<file path="src/rtl/tmp_bitstream_decimator.sv">
// Decimates the sensor phase-controller charge-steering bitstream over a fixed
// sample window into an offset-binary temperature code with a valid/ack handshake.
module tmp_bitstream_decimator #(
    parameter int unsigned N_SAMPLES = 64,
    parameter int unsigned SETTLE_N  = 30,
    parameter int unsigned CODE_W    = 8
) (
    input  logic              clk,
    input  logic              reset,
    input  logic              en,
    input  logic              smp,
    input  logic              src_n,
    input  logic              snk,
    input  logic              code_ack,
    output logic [CODE_W-1:0] code,
    output logic              code_valid,
    output logic              busy,
    output logic              ovr,
    output logic              conflict
);

    localparam int unsigned ACC_W  = $clog2(N_SAMPLES) + 2;
    localparam int unsigned CNT_W  = $clog2(N_SAMPLES + 1);
    localparam int unsigned SCNT_W = (SETTLE_N > 0) ? $clog2(SETTLE_N + 1) : 1;

    localparam logic [SCNT_W-1:0] SCNT_LAST = SCNT_W'((SETTLE_N > 0) ? SETTLE_N - 1 : 0);
    localparam logic [CNT_W-1:0]  N_LAST    = CNT_W'(N_SAMPLES - 1);
    localparam logic [CODE_W-1:0] CODE_MID  = CODE_W'(N_SAMPLES);

    typedef enum logic [1:0] {
        IDLE   = 2'd0,
        SETTLE = 2'd1,
        ACCUM  = 2'd2
    } state_t;

    state_t                   state;
    logic [SCNT_W-1:0]        scnt;
    logic [CNT_W-1:0]         n;
    logic signed [ACC_W-1:0]  acc;
    logic signed [ACC_W-1:0]  acc_next;
    logic                     win_done;
    logic                     is_conflict;
    logic [CODE_W-1:0]        result;

    // Per-sample accumulator step; a simultaneous source+sink request contributes nothing.
    always_comb begin
        acc_next = acc;
        if (!src_n && !snk) begin
            acc_next = acc + ACC_W'(1);
        end else if (src_n && snk) begin
            acc_next = acc - ACC_W'(1);
        end
    end

    assign is_conflict = !src_n && snk;
    assign win_done    = (state == ACCUM) && en && smp && (n == N_LAST);
    // acc_next is sign-extended (or wrapped) into the code width; the true sum is always in range.
    assign result      = CODE_MID + CODE_W'(acc_next);

    always_ff @(posedge clk or posedge reset) begin
        if (reset) begin
            state      <= IDLE;
            scnt       <= '0;
            n          <= '0;
            acc        <= '0;
            code       <= '0;
            code_valid <= 1'b0;
            busy       <= 1'b0;
            ovr        <= 1'b0;
            conflict   <= 1'b0;
        end else begin
            // Result handshake: a same-cycle ack frees the slot for the new result.
            if (win_done) begin
                if (!code_valid || code_ack) begin
                    code       <= result;
                    code_valid <= 1'b1;
                end else begin
                    ovr <= 1'b1;
                end
            end else if (code_valid && code_ack) begin
                code_valid <= 1'b0;
            end

            case (state)
                IDLE: begin
                    if (en) begin
                        state <= (SETTLE_N == 0) ? ACCUM : SETTLE;
                        busy  <= 1'b1;
                        scnt  <= '0;
                        acc   <= '0;
                        n     <= '0;
                    end
                end
                SETTLE: begin
                    if (!en) begin
                        state <= IDLE;
                        busy  <= 1'b0;
                    end else if (smp) begin
                        if (scnt == SCNT_LAST) begin
                            state <= ACCUM;
                            acc   <= '0;
                            n     <= '0;
                        end else begin
                            scnt <= scnt + SCNT_W'(1);
                        end
                    end
                end
                ACCUM: begin
                    if (!en) begin
                        state <= IDLE;
                        busy  <= 1'b0;
                    end else if (smp) begin
                        if (is_conflict) begin
                            conflict <= 1'b1;
                        end
                        if (n == N_LAST) begin
                            acc <= '0;
                            n   <= '0;
                        end else begin
                            acc <= acc_next;
                            n   <= n + CNT_W'(1);
                        end
                    end
                end
                default: begin
                    state <= IDLE;
                    busy  <= 1'b0;
                end
            endcase
        end
    end

endmodule

</file>
<file path="config.mk">
export PLATFORM = sky130hd
export DESIGN_NAME = tmp_bitstream_decimator
export DESIGN_NICKNAME = d
export VERILOG_FILES = /design/src/rtl/tmp_bitstream_decimator.sv
export SDC_FILE = /design/constraint.sdc
export NUM_CORES = 1
export LEC_CHECK = 0
export BUFFER_PORTS_ARGS = -buffer_cell sky130_fd_sc_hd__buf_4
export CORE_MARGIN = 2
export CORE_UTILIZATION = 35
export CTS_BUF_LIST = sky130_fd_sc_hd__clkbuf_4 sky130_fd_sc_hd__clkbuf_8 sky130_fd_sc_hd__clkbuf_16
export DETAILED_ROUTE_END_ITERATION = 10
export SYNTH_ARGS = -nofsm -noshare
export SYNTH_HDL_FRONTEND = slang
export SYNTH_SLANG_ARGS = --single-unit
</file>
<file path="constraint.sdc">
create_clock -name clk -period 2.75 [get_ports clk]
set_clock_uncertainty 0.1 [all_clocks]
set_input_delay 0.55 -clock clk [delete_from_list [all_inputs] [get_ports clk]]
set_output_delay 0.55 -clock clk [all_outputs]
set_load 0.05 [all_outputs]
</file>
==> results of run 1 <==
## report_power, final
| part | switching, mW | internal [mW] | total (mW) |
|---|---|---|---|
| Clock | 0.185 | 0.212 | 0.397 |
| Sequential | 0.111 | 0.582 | 0.692 |
| Combinational | 0.418 | 0.285 | 0.703 |
| Total | 0.714 | 1.08 | 1.79 |
## worst min-delay path by stage
stage / from / slack, ns / end
2_1_floorplan: acc[7]$_DFFE_PP0P_ / 0.37 / acc[7]$_DFFE_PP0P_
3_3_place_gp: ovr$_DFFE_PP0P_ / 0.35 / ovr$_DFFE_PP0P_
3_5_place_dp: ovr$_DFFE_PP0P_ / 0.35 / ovr$_DFFE_PP0P_
4_1_cts: reset / 0.28 / code[0]$_DFFE_PP0P_
5_1_grt: reset / 0.31 / code[2]$_DFFE_PP0P_
6_report: reset / 0.26 / code[2]$_DFFE_PP0P_
## worst min-delay path: stages
cell   delay, ns
buf_4       0.11
inv_1       0.04
buf_4       0.38
## metal layers
| layer | vias to the layer above | track usage (%) |
|---|---|---|
| li1 | 816 | - |
| met1 | 726 | 20.5 |
| met2 | 30 | 22.3 |
| met3 | 2 | 3.52 |
| met4 | 0 | 3.62 |
| met5 | - | 0 |
## area by class of cell
type                            count  area, µm²  area share, %
Timing Repair Buffer               23        173           7.56
Clock inverter                      1       5.00          0.219
Multi-Input combinational cell    161       1030           45.3
Inverter                           11       41.3           1.81
Clock buffer                        7       90.1           3.95
Tap cell                           72       90.1           3.95
Sequential cell                    34        851           37.3
## kinds of logic after synthesis
logic type,Yosys count
DFF,34
AOI/OAI and AO/OA,61
and+or+nand+nor,79
buffers and inverters,21
muxes,4
adders and majority gates,8
xor gates and xnor gates,9
## layout by cell type (no fill, tap or decap), drive strengths merged, types with 3 or more instances in the layout
master / n
or2: 4
o21ai: 29
a21oi: 5
dfrtp: 34
nor3b: 3
mux2: 3
clkbuf: 7
nand3: 11
nor2: 9
ha: 8
xnor2: 9
buf: 23
o22ai: 3
nor3: 5
nand2: 28
o31ai: 4
nor2b: 3
nor4: 3
inv: 11
o211ai: 3
## flip-flops by register name (all words and copies together) (netlist names)
register / count
state: 2
code_valid: 1
conflict: 1
n: 7
code: 8
acc: 8
ovr: 1
scnt: 5
busy: 1
## through the flow
| step | power, mW | area, µm² | worst slack [ns] | instances |
|---|---|---|---|---|
| detailed placement | 1.40 | 2190 | 0.363 | 301 |
| global placement | 1.40 | 2190 | 0.459 | 301 |
| finish | 1.79 | 2280 | 0.335 | 309 |
| floorplan | 1.22 | 1970 | 0.586 | 216 |
| CTS | 1.81 | 2280 | 0.340 | 309 |
| global route | 1.95 | 2280 | 0.215 | 309 |
==> impl_metrics.tcl, run 1 <==
set metrics [dict create \
    postCtsSetupRepairBufs 0 \
    cts_resized 0 \
    core_area_mm2 0.00547 \
    cp_max_fo 11 \
    synth-async-reset-ratio_pct 100 \
    rr_startpoint "state[0]$_DFFE_PP0P_" \
    critical-path-top-delay-family "simple AND/OR/NAND/NOR gates" \
    peakVddDrop_v 0.000441 \
    synth_cell_types 49 \
    areaGrowthSynthToFinish_pct 16.0 \
    place_congestion 0.772 \
    hold_viol_final 0 \
    netlist_area_mm2 0.00197 \
    synth-main-ff-cell "dfrtp_1" \
    worstHoldPathType "input pin to asynchronous set/reset pin" \
    syn_inst 216 \
    power_density_mw_per_mm2 785 \
    fp.dieW_um 79.0 \
    finish.utilization_pct 41.7 \
    tightest_slew_ns 0.438 \
    num_rows 27 \
    slew_violations 0 \
    cp_num_buf_inv 2 \
    crit_end "code[7]$_DFFE_PP0P_" \
    ys_ff_latch 34 \
    finalNetCount 251 \
    setup.worst_path.start "state[0]$_DFFE_PP0P_" \
    min_period_ns 2.41 \
    cp-end-kind "flip-flop" \
    ctsHoldBuffers 0 \
    wl_met2_um 1800 \
    root_buffer "clkbuf_8" \
    first_global_vias 1554 \
    grt_max_degree 35 \
    wl_per_cell_um 13.0 \
    synth_xor_xnor_area_share_pct 4.01 \
    cts.clk_slew.worst_paths_ns 0.08 \
    viasPerCell 5.09 \
    place_hpwl_um 2900 \
    start_util_pct 36.0 \
    clk-insertion-delay-late_ns 0.28 \
    drv_cap 0 \
    drive_gt1_share_pct 17.7 \
    timing.rr.end "code[7]$_DFFE_PP0P_" \
    critPathMaxStageDelay_ns 0.55 \
    cts_tree "done" \
    relSlewSlack_pct 70.8 \
    grt_pass1_wl_um 7260 \
    firstDrtPassIters 5 \
    yosys-top-cells-count "dfrtp_1 (34), nand2_1 (28), o21ai_0 (25), inv_1 (11), nand3_1 (10)" \
    synth_mux_area_share_pct 2.23 \
    worstPathCellList "inv_1 -> ha_1 -> nand3_1 -> or4_1 -> buf_4 -> a211oi_1 -> o21ai_0 -> o211ai_2" \
    wl_met3_um 180 \
    yosys.area_share.simple_pct 20.9 \
    top_level_ports 19 \
    finalWirelength_um 4030 \
    setup_violations 0 \
    setup_tns_ns 0 \
    synth_edf_count 0 \
    ys_seq_area_share_pct 43.2 \
    cts.sinks 34 \
    n_antenna_cell 0 \
    synthesis.nets 231 \
    cp.depth 8 \
    critPathArrivalTime_ns 2.52 \
    yosysTopAreaCellShare_pct 43.2 \
    rsz0062_at_grt "no" \
    clock_path_buffers 2 \
    die_area_mm2 0.00624 \
    grt_usage_pct 14.5 \
    vias 1574 \
    cp.required_ns 2.86 \
    fmax_mhz 414 \
    overflow 0 \
    htree_levels 2 \
    rrSetupSlack_ns 0.34 \
    ant_nets 0 \
    synth_area_leaders "dfrtp_1 (43%), o21ai_0 (6.4%), nand2_1 (5.3%)" \
    postSynthAreaPerCell_um2 9.11 \
    drtIter0Drc 91 \
    synthAdderAreaFrac_pct 5.09 \
    cp_slowest_cell "or4_1" \
    start_kind "flip-flop" \
    routed.top_layer "met4" \
    crit_type "flip-flop to flip-flop" \
    whs_ns 0.258 \
    leakagePower_nw 0.997 \
    met1_length_um 2030 \
    reg2reg_depth 8 \
    ys_warn_count 0 \
    fillers 550 \
    synth-compound-area-share_pct 20.3 \
    die_y_um 79.0 \
    synth_area_leader_cell "dfrtp_1" \
    antenna_found_initial 0 \
    cts_buffers 5 \
    numPortBuffers 18 \
    post-route-period-util_pct 87.8 \
    yosysMostFrequentCell "dfrtp_1" \
    drcViolationCount 0 \
    synth_top_family_by_area "simple AND/OR/NAND/NOR gates" \
    outcome "finished, final reports clean" \
]
Power figures use the tool's default switching activity.
==> run 2: changes to the inputs <==
--- a/config.mk
+++ b/config.mk
@@ -10,6 +10,7 @@
 export CORE_UTILIZATION = 35
 export CTS_BUF_LIST = sky130_fd_sc_hd__clkbuf_4 sky130_fd_sc_hd__clkbuf_8 sky130_fd_sc_hd__clkbuf_16
 export DETAILED_ROUTE_END_ITERATION = 10
+export PLACE_DENSITY = 0.49
 export SYNTH_ARGS = -nofsm -noshare
 export SYNTH_HDL_FRONTEND = slang
 export SYNTH_SLANG_ARGS = --single-unit
==> impl_metrics.tcl, run 2 (synthesis results as in run 1) <==
set metrics [dict create \
    tightest_slew_ns 0.625 \
    viasPerCell 5.19 \
    min_period_ns 2.43 \
    cts.clk_slew.worst_paths_ns 0.07 \
    vias 1609 \
    relSlewSlack_pct 58.3 \
    ctsHoldBuffers 0 \
    cts.sinks 34 \
    cts_buffers 5 \
    place_congestion 0.775 \
    grt_max_degree 35 \
    postCtsSetupRepairBufs 0 \
    drv_cap 0 \
    finalNetCount 252 \
    num_rows 27 \
    areaGrowthSynthToFinish_pct 17.2 \
    fillers 560 \
    reg_top3 "acc (8), code (8), n (7)" \
    root_buffer "clkbuf_8" \
    post-route-period-util_pct 88.2 \
    wl_per_cell_um 14.2 \
    firstDrtPassIters 5 \
    fp.dieW_um 79.0 \
    cp.required_ns 2.86 \
    n_antenna_cell 0 \
    clk-insertion-delay-late_ns 0.28 \
    slew_violations 0 \
    critPathArrivalTime_ns 2.54 \
    setup_violations 0 \
    final_common_cell "dfrtp_1" \
    core_area_mm2 0.00547 \
    crit_type "flip-flop to flip-flop" \
    power_density_mw_per_mm2 802 \
    die_area_mm2 0.00624 \
    ant_nets 0 \
    grt_usage_pct 16.2 \
    drtIter0Drc 86 \
    overflow 0 \
    rsz0062_at_grt "no" \
    start_kind "flip-flop" \
    drive_gt1_share_pct 18.1 \
    mostFrequentLayoutCells "dfrtp_1 (34), nand2_1 (28), o21ai_0 (25)" \
    drcViolationCount 0 \
    antenna_found_initial 0 \
    start_util_pct 36.0 \
    numPortBuffers 18 \
    first_global_vias 1602 \
    peakVddDrop_v 0.000415 \
    cts_tree "done" \
    fmax_mhz 412 \
    finalWirelength_um 4410 \
    cp_max_fo 10 \
    leakagePower_nw 1.01 \
    grt_pass1_wl_um 7900 \
    hold_viol_final 0 \
    cp-end-kind "flip-flop" \
    outcome "finished, final reports clean" \
    clock_path_buffers 2 \
    setup_tns_ns 0 \
    die_y_um 79.0 \
    worstHoldPathType "input pin to asynchronous set/reset pin" \
    finish.utilization_pct 42.1 \
    place_hpwl_um 3200 \
    htree_levels 2 \
    top_level_ports 19 \
    cts_resized 0 \
]
## run 2: final timing paths
check / startpoint / to / slack (ns) / cells after the start
worst max register to register: state[0]$_DFFE_PP0P_ / code[7]$_DFFE_PP0P_ / 0.32 / 7
min in group clk: code[0]$_DFFE_PP0P_ / code[0]$_DFFE_PP0P_ / 0.39 / 2
worst min register to register: code[0]$_DFFE_PP0P_ / code[0]$_DFFE_PP0P_ / 0.39 / 2
max in group asynchronous: reset / scnt[3]$_DFFE_PP0P_ / 1.96 / 3
worst min-delay path: reset / code[0]$_DFFE_PP0P_ / 0.26 / 3
worst max-delay path: state[0]$_DFFE_PP0P_ / code[7]$_DFFE_PP0P_ / 0.32 / 7
## run 2: critical path, cell delays in order (launching register included)
cell	delay (ns)
dfrtp_1	0.39
inv_1	0.08
ha_1	0.35
nand3_1	0.17
or4_1	0.59
a31o_1	0.26
o41a_1	0.32
o211ai_2	0.07
## run 2: power breakdown
part	leakage (nW)	switching (mW)	internal, mW
Sequential	0.467	0.108	0.582
Combinational	0.483	0.426	0.292
Clock	0.0575	0.189	0.253
Total	1.01	0.723	1.13
## run 2: final cells by class
cell class / instances / area [µm²] / area share [%]
multi-input cells: 161 / 1030 / 44.8
flip-flops and latches: 34 / 851 / 36.9
repair buffers: 24 / 180 / 7.81
clock buffers: 8 / 110 / 4.77
well taps: 72 / 90.1 / 3.91
inverters: 11 / 41.3 / 1.79
## run 2: per-stage QoR
step | total power, mW | area [µm²] | hold slack, ns | setup WS [ns] | instances
4_1_cts | 1.87 | 2310 | 0.276 | 0.304 | 310
3_5_place_dp | 1.42 | 2200 | 0.378 | 0.332 | 302
3_3_place_gp | 1.42 | 2200 | 0.371 | 0.398 | 302
6_report | 1.85 | 2310 | 0.264 | 0.324 | 310
2_1_floorplan | 1.22 | 1970 | 0.369 | 0.586 | 216
5_1_grt | 2.01 | 2310 | 0.302 | 0.129 | 310
## run 2: metal layers
| metal | track usage [%] | part of all wire, % | wire length, µm | up-vias |
|---|---|---|---|---|
| li1 | - | - | - | 816 |
| met1 | 20.2 | 47 | 2060 | 761 |
| met2 | 27.0 | 49 | 2160 | 25 |
| met3 | 3.41 | 2.5 | 110 | 7 |
| met4 | 7.24 | 1.9 | 86 | 0 |
| met5 | 0 | 0 | 0 | - |
==> run 3: changes to the inputs <==
--- a/config.mk
+++ b/config.mk
@@ -6,11 +6,14 @@
 export NUM_CORES = 1
 export LEC_CHECK = 0
 export BUFFER_PORTS_ARGS = -buffer_cell sky130_fd_sc_hd__buf_4
+export CELL_PAD_IN_SITES_DETAIL_PLACEMENT = 0
+export CELL_PAD_IN_SITES_GLOBAL_PLACEMENT = 1
 export CORE_MARGIN = 2
 export CORE_UTILIZATION = 35
-export CTS_BUF_LIST = sky130_fd_sc_hd__clkbuf_4 sky130_fd_sc_hd__clkbuf_8 sky130_fd_sc_hd__clkbuf_16
+export CTS_BUF_LIST = sky130_fd_sc_hd__clkbuf_8
 export DETAILED_ROUTE_END_ITERATION = 10
-export PLACE_DENSITY = 0.49
+export PLACE_DENSITY = 0.61
+export REMOVE_ABC_BUFFERS = 1
 export SYNTH_ARGS = -nofsm -noshare
 export SYNTH_HDL_FRONTEND = slang
 export SYNTH_SLANG_ARGS = --single-unit
==> impl_metrics.tcl, run 3 (synthesis results as in run 1) <==
set metrics [dict create \
    rsz0062_at_grt "no" \
    n_antenna_cell 0 \
    cp.required_ns 2.84 \
    cts_tree "done" \
    drcViolationCount 0 \
    antenna_found_initial 0 \
    finalWirelength_um 4350 \
    place_congestion 0.787 \
    leakagePower_nw 0.997 \
    fp.dieW_um 79.0 \
    cp-end-kind "flip-flop" \
    top_level_ports 19 \
    final_common_cell "dfrtp_1" \
    areaGrowthSynthToFinish_pct 15.8 \
    place_hpwl_um 3220 \
    crit_type "flip-flop to flip-flop" \
    die_y_um 79.0 \
    root_buffer "clkbuf_8" \
    cts.sinks 34 \
    tightest_slew_ns 0.436 \
    cp_max_fo 13 \
    overflow 0 \
    power.switching_mw 0.715 \
    reg_top3 "acc (8), code (8), n (7)" \
    combPwrFrac_pct 40.0 \
    post-route-period-util_pct 87.3 \
    outcome "finished, final reports clean" \
    drive_gt1_share_pct 17.3 \
    rr_startpoint "state[0]$_DFFE_PP0P_" \
    power_density_mw_per_mm2 780 \
    cts_resized 0 \
    hold_viol_final 0 \
    grt_usage_pct 15.1 \
    htree_levels 2 \
    clk-insertion-delay-late_ns 0.28 \
    clock_path_buffers 2 \
    grt_max_degree 35 \
    fin_cells 309 \
    setup_slack_ns 0.350 \
    numPortBuffers 18 \
    firstDrtPassIters 4 \
    setup_violations 0 \
    postCtsSetupRepairBufs 0 \
    clkPwrFrac_pct 20.9 \
    cts.clk_slew.worst_paths_ns 0.07 \
    viasPerCell 5.17 \
    p_int_mw 1.06 \
    start_kind "flip-flop" \
    setup_tns_ns 0 \
    dp_slack_ns 0.396 \
    mostFrequentLayoutCells "dfrtp_1 (34), nand2_1 (28), o21ai_0 (25)" \
    finalNetCount 251 \
    num_rows 27 \
    worstHoldPathType "input pin to asynchronous set/reset pin" \
    fin_total_pwr_mw 1.78 \
    ant_nets 0 \
    fmax_mhz 417 \
    die_area_mm2 0.00624 \
    relSlewSlack_pct 70.9 \
    core_area_mm2 0.00547 \
    vias 1597 \
    p_sw_share_pct 40.2 \
    min_period_ns 2.40 \
    critPathArrivalTime_ns 2.49 \
    grt_pass1_wl_um 7420 \
    peakVddDrop_v 0.000604 \
    drv_cap 0 \
    seq_power_share_pct 39.1 \
    finish.utilization_pct 41.7 \
    cts_buffers 5 \
    wl_per_cell_um 14.1 \
    ctsHoldBuffers 0 \
    slew_violations 0 \
    start_util_pct 36.0 \
    setup.worst_path.start "state[0]$_DFFE_PP0P_" \
    first_global_vias 1526 \
    place_inst 301 \
    drtIter0Drc 71 \
]
-- run 3: routing by layer --
layer	vias up	part of all wire [%]	track usage, %
li1	813	-	-
met3	4	2.7	2.73
met5	-	0	0
met4	0	1.2	5.17
met1	761	50	21.7
met2	19	46	23.1
-- run 3: worst max-delay path, stage by stage (launching register included) --
cell and delay [ns]:
dfrtp_1 0.38, inv_1 0.08, ha_1 0.32, nor3b_1 0.30
o221ai_1 0.28, buf_4 0.27, or4_1 0.49, o21ai_0 0.10
-- run 3: final timing paths --
path	to	slack, ns	cells past startpoint
worst max-delay path	n[4]$_DFFE_PP0P_	0.35	7
min in group clk	ovr$_DFFE_PP0P_	0.36	1
max in group asynchronous	code[7]$_DFFE_PP0P_	1.97	3
worst min register to register	ovr$_DFFE_PP0P_	0.36	1
worst min-delay path	code[1]$_DFFE_PP0P_	0.27	3
worst max register to register	n[4]$_DFFE_PP0P_	0.35	7
-- run 3: metrics by stage --
stage | hold slack (ns) | instance area [µm²]
after floorplan | 0.370 | 1930
after global placement | 0.341 | 2190
after detailed placement | 0.350 | 2190
after CTS | 0.278 | 2280
after global routing | 0.297 | 2280
final | 0.266 | 2280
-- run 3: cell type report --
cell class,instances,area (µm²)
Clock buffer,6,82.6
Clock inverter,2,8.76
Fill cell,564,3190
Inverter,11,41.3
Multi-Input combinational cell,161,1030
Sequential cell,34,851
Tap cell,72,90.1
Timing Repair Buffer,23,173
-- run 3: power by group through the flow --
stage	Sequential (mW)	Clock [mW]	Combinational [mW]
finish	0.695	0.372	0.712
global route	0.709	0.419	0.806
CTS	0.693	0.389	0.718
detailed placement	0.700	0	0.715
global placement	0.699	0	0.707
floorplan	0.716	0	0.491
